File: config.mk
export PLATFORM = sky130hd
export DESIGN_NAME = serial_chunk_adder
export DESIGN_NICKNAME = d
export VERILOG_FILES = /design/src/rtl/chunk_adder_pkg.sv /design/src/rtl/carry_lookahead_adder.sv /design/src/rtl/serial_chunk_adder.sv
export SDC_FILE = /design/constraint.sdc
export NUM_CORES = 1
export LEC_CHECK = 0
export ABC_AREA = 1
export BUFFER_PORTS_ARGS = -buffer_cell sky130_fd_sc_hd__buf_2
export CAP_MARGIN = 20
export CORE_ASPECT_RATIO = 1.5
export CORE_MARGIN = 4
export CORE_UTILIZATION = 45
export CTS_BUF_LIST = sky130_fd_sc_hd__clkbuf_16
export DETAILED_ROUTE_END_ITERATION = 8
export PLACE_DENSITY = 0.68
export SLEW_MARGIN = 30
export SYNTH_ARGS = -nofsm -noshare
export SYNTH_HDL_FRONTEND = slang
export SYNTH_SLANG_ARGS = --single-unit
File: constraint.sdc
create_clock -name clk -period 5.2 [get_ports clk]
set_input_delay 0.78 -clock clk [delete_from_list [all_inputs] [get_ports clk]]
set_output_delay 0.78 -clock clk [all_outputs]
set_load 0.05 [all_outputs]
File: src/rtl/chunk_adder_pkg.sv
// Shared definitions for the serial chunk adder: FSM state encoding and chunk width.
package chunk_adder_pkg;
   localparam int CHUNK_W = 4;

   typedef enum logic [1:0] {
      IDLE = 2'd0,
      RUN  = 2'd1,
      DONE = 2'd2
   } state_e;
endpackage

File: src/rtl/carry_lookahead_adder.sv
// N-bit carry-lookahead adder; result[N] is the carry out of the top bit.
module carry_lookahead_adder #(
   parameter int N = 4
) (
   input  logic [N-1:0] a,
   input  logic [N-1:0] b,
   input  logic         cin,
   output logic [N:0]   result
);
   logic [N-1:0] g;
   logic [N-1:0] p;
   logic [N:0]   c;
   logic         term_c;
   logic         term_p;

   assign g = a & b;
   assign p = a ^ b;

   // Each carry is the flattened generate/propagate sum, not a ripple chain.
   always_comb begin
      c      = '0;
      c[0]   = cin;
      term_c = 1'b0;
      term_p = 1'b0;
      for (int i = 0; i < N; i++) begin
         term_c = g[i];
         term_p = p[i];
         for (int j = i - 1; j >= 0; j--) begin
            term_c = term_c | (term_p & g[j]);
            term_p = term_p & p[j];
         end
         c[i+1] = term_c | (term_p & cin);
      end
   end

   assign result = {c[N], p ^ c[N-1:0]};
endmodule

File: src/rtl/serial_chunk_adder.sv
// Adds two WIDTH-bit operands one 4-bit chunk per cycle through a shared CLA,
// with valid/ready handshakes on both the operand and result sides.
module serial_chunk_adder
   import chunk_adder_pkg::*;
#(
   parameter int WIDTH = 16
) (
   input  logic             clk,
   input  logic             rst_n,
   input  logic             in_valid,
   output logic             in_ready,
   input  logic [WIDTH-1:0] a,
   input  logic [WIDTH-1:0] b,
   input  logic             cin,
   output logic             out_valid,
   input  logic             out_ready,
   output logic [WIDTH-1:0] sum,
   output logic             cout,
   output logic             busy
);
   localparam int NCHUNK = WIDTH / CHUNK_W;
   localparam int IDX_W  = $clog2(NCHUNK);

   state_e             state_q, state_d;
   logic [WIDTH-1:0]   a_q, a_d;
   logic [WIDTH-1:0]   b_q, b_d;
   logic [WIDTH-1:0]   sum_q, sum_d;
   logic [IDX_W-1:0]   idx_q, idx_d;
   logic               carry_q, carry_d;
   logic               cout_q, cout_d;

   logic [CHUNK_W-1:0] a_chunks [NCHUNK];
   logic [CHUNK_W-1:0] b_chunks [NCHUNK];
   logic [CHUNK_W-1:0] a_slice;
   logic [CHUNK_W-1:0] b_slice;
   logic [CHUNK_W:0]   slice_res;
   logic               accept;
   logic               out_hs;
   logic               last_chunk;

   genvar gi;
   generate
      for (gi = 0; gi < NCHUNK; gi++) begin : g_chunk
         assign a_chunks[gi] = a_q[gi*CHUNK_W +: CHUNK_W];
         assign b_chunks[gi] = b_q[gi*CHUNK_W +: CHUNK_W];
      end
   endgenerate

   assign a_slice    = a_chunks[idx_q];
   assign b_slice    = b_chunks[idx_q];
   assign accept     = in_valid && (state_q == IDLE);
   assign out_hs     = out_ready && (state_q == DONE);
   assign last_chunk = (idx_q == IDX_W'(NCHUNK - 1));

   carry_lookahead_adder #(
      .N(CHUNK_W)
   ) u_cla (
      .a      (a_slice),
      .b      (b_slice),
      .cin    (carry_q),
      .result (slice_res)
   );

   always_ff @(posedge clk or negedge rst_n) begin
      if (!rst_n) begin
         state_q <= IDLE;
      end else begin
         state_q <= state_d;
      end
   end

   always_comb begin
      state_d = state_q;
      case (state_q)
         IDLE:    if (accept)     state_d = RUN;
         RUN:     if (last_chunk) state_d = DONE;
         DONE:    if (out_hs)     state_d = IDLE;
         default:                 state_d = IDLE;
      endcase
   end

   always_comb begin
      in_ready  = (state_q == IDLE);
      out_valid = (state_q == DONE);
      busy      = (state_q == RUN) || (state_q == DONE);
   end

   // Operands only load on accept, so later input changes cannot leak in.
   always_comb begin
      a_d     = a_q;
      b_d     = b_q;
      sum_d   = sum_q;
      idx_d   = idx_q;
      carry_d = carry_q;
      cout_d  = cout_q;
      if (accept) begin
         a_d     = a;
         b_d     = b;
         carry_d = cin;
         idx_d   = '0;
         sum_d   = '0;
      end else if (state_q == RUN) begin
         sum_d[CHUNK_W*idx_q +: CHUNK_W] = slice_res[CHUNK_W-1:0];
         carry_d = slice_res[CHUNK_W];
         idx_d   = idx_q + 1'b1;
         if (last_chunk) begin
            cout_d = slice_res[CHUNK_W];
         end
      end
   end

   always_ff @(posedge clk or negedge rst_n) begin
      if (!rst_n) begin
         a_q     <= '0;
         b_q     <= '0;
         sum_q   <= '0;
         idx_q   <= '0;
         carry_q <= 1'b0;
         cout_q  <= 1'b0;
      end else begin
         a_q     <= a_d;
         b_q     <= b_d;
         sum_q   <= sum_d;
         idx_q   <= idx_d;
         carry_q <= carry_d;
         cout_q  <= cout_d;
      end
   end

   assign sum  = sum_q;
   assign cout = cout_q;
endmodule
==> metrics <==
pin count of the biggest net entering global routing between 50 and 60; DRT Pass-1 Iters 4; CTS max path bufs 2; clock sink count 54; yosys warns 0; Routed Antenna Nets 0; routed len/inst approximately 13 um; area leader, netlist dfrtp_1; I/O pin count 57; Post-Syn Area 0.00272 mm^2; Critical Path Source Type register; vias in the first global route around 2.3k; Setup Skew ~3.1 ps; Setup CP Type reg -> reg; Max IR drop VDD between 0.3 and 0.4 mV; minimum clock period slightly above 3000 ps; number of H-tree levels 2; Gate power share 0.503; starting density of the core 0.467; Crit path top cell by count nand3_1; switching share of power 0.464; Synth Net Count roughly 390; leakage power about 1.8 nW; worst-path maximum fanout 24; outcome finished, final reports clean; post-CTS setup buffers 0; final setup fails 0; most frequent cells in the layout nand2_1 (134), buf_2 (56), dfrtp_1 (54), nor2_1 (26), o21ai_0 (25); Post-CTS Hold Buffers 0; Routability Congestion 0.868; die width approximately 71 um; CP required around 5400 ps; Cells after Synth ~340; period utilisation layout 0.584; Worst Setup End Kind register; Switch Pwr about 0.99 mW; initial antenna violation count 0; Overall Global Routing Usage 0.171; Fin. Hold Viols 0; grt total ovfl 0; register area share after synthesis 0.497; Vias/cell between 5 and 6; power density over the cells between 600 and 700 mW/mm^2; clk_lat worst skew around 290 ps; Die ar. ~0.0074 mm^2; CTS tree yes; share of layout cells above drive strength 1 0.187; Pins Over Slew Limit 0; first-pass GRT wire length 9980 um; Area contributors post-synth dfrtp_1 (50%), nand2_1 (18%), ha_1 (5.5%); Rows 34; total wire length 6030 um; Mean Syn Cell Area a little over 8 um^2; flops & latches, synth 54; Worst-Margin Slew roughly 790 ps; worst rel slew slack 0.469; diode count 0; Worst path slowest cell dfrtp_1; CTS Buf Count 5; Max stage delay on crit path just over 800 ps; Layout fillers between 500 and 600; r2r setup slk between 2000 and 2500 ps; routed vias around 2.3k; RSZ-0062 raised after global routing false; drt drc 0; commonest non-fill, non-tap cell in the layout nand2_1; Root Buffer clkbuf_16; Reg clk slew, reported paths about 70 ps; post-cts repair resize count 0; Layout Nets between 400 and 500; CP cell instances inv_1 > o21ai_0 > o22ai_1 > ha_1 > nand3_1 > nand3_1 > xor2_1 > nor2_1 > nand3_1 > nand2_1; Yosys top cell area share 0.497; placed cells 451; Core Footprint approximately 0.006 mm^2; Post-Layout Cell Count between 400 and 500; clock share of power 0.170; max-capacitance violation count 0; Top delay family on crit path flip-flops; Seq pwr share 0.327; setup TNS 0 ps; Crit path arrival time 3260 ps; Layout area overhead 16.9%; Yosys cell types 29; die height between 100 and 150 um; hpwl dp between 4000 and 5000 um; fmax roughly 330 MHz; Hold Path Class reg -> reg; Buf/Inv on CP 1; Detailed Route Iter0 Violations 153; internal power between 1 and 1.5 mW; port bufs 56
[power by group through the flow]
stage	combinational, mW	clock, mW	sequential [mW]
after floorplan	0.809	0	0.727
after global placement	1.05	0	0.702
after detailed placement	1.07	0	0.704
after CTS	1.08	0.369	0.696
after global routing	1.21	0.381	0.715
final	1.07	0.361	0.695
[sequential cells by signal, indices dropped and copies added (netlist names)]
name,count
state_q,2
cout,1
b_q,16
sum,16
idx_q,2
a_q,16
carry_q,1
[synth_stat cells, drive strengths merged]
master,number
nand2,136
a22o,1
buf,9
xnor2,1
clkinv,1
o22ai,8
clkbuf,4
nor3,1
inv,24
nand4,4
o221ai,1
a31oi,1
nand3b,1
o41ai,1
o21ai,27
nand3,17
fa,1
nor2,28
xor2,2
o31ai,1
dfrtp,54
ha,12
[worst paths after layout]
kind	startpoint	to	cells past startpoint
worst max-delay path	idx_q[0]	sum[14]	10
max in group asynchronous	rst_n	a_q[4]	2
min in group asynchronous	rst_n	state_q[1]	2
worst min-delay path	b_q[5]	b_q[5]	2
worst max register to register	idx_q[0]	sum[14]	10
worst min register to register	b_q[5]	b_q[5]	2
[cells by family (layout without fill, tap and decap cells)]
group	Yosys count	count (layout)	synth area share
AOI/OAI and AO/OA	40	40	0.0870
xor gates and xnor gates	3	3	0.00967
adders and majority gates	13	13	0.0626
buffers and inverters	38	89	0.0626
DFF	54	54	0.497
and+or+nand+nor	187	187	0.281
[per-stage QoR]
stage / util / cell area (um^2) / hold slack [ps] / setup slack, ps / power [mW]
after CTS: 0.546 / 3180 / 480 / 2170 / 2.14
after global placement: 0.518 / 3020 / 457 / 2190 / 1.75
after global routing: 0.546 / 3180 / 501 / 1890 / 2.31
after floorplan: - / 2720 / 444 / 3230 / 1.54
final: 0.546 / 3180 / 478 / 2160 / 2.13
after detailed placement: 0.518 / 3020 / 463 / 2220 / 1.78
[worst min-delay path: stages, from the launching register on]
cell and delay, ps:
dfrtp_1 340, nand2_1 50, nand2_1 50
[layout make-up]
cell class | count | area (um^2) | share of cell area
inverter | 25 | 93.8 | 0.0295
timing repair buffer | 57 | 288 | 0.0905
multi-input combinational | 243 | 1200 | 0.377
tap | 72 | 90.1 | 0.0283
clock buffer | 5 | 125 | 0.0394
clock inverter | 2 | 33.8 | 0.0106
sequential | 54 | 1350 | 0.425
[layer usage]
layer  wire length [um]  share of wire  vias up  GRT usage
met3                266          0.044       11     0.0261
li1                   -              -     1170          -
met5                  0              0        -          0
met1               2400           0.40     1072      0.193
met4                116          0.019        0     0.0564
met2               3260           0.54       58      0.326
(Power assumes the default switching activity.)
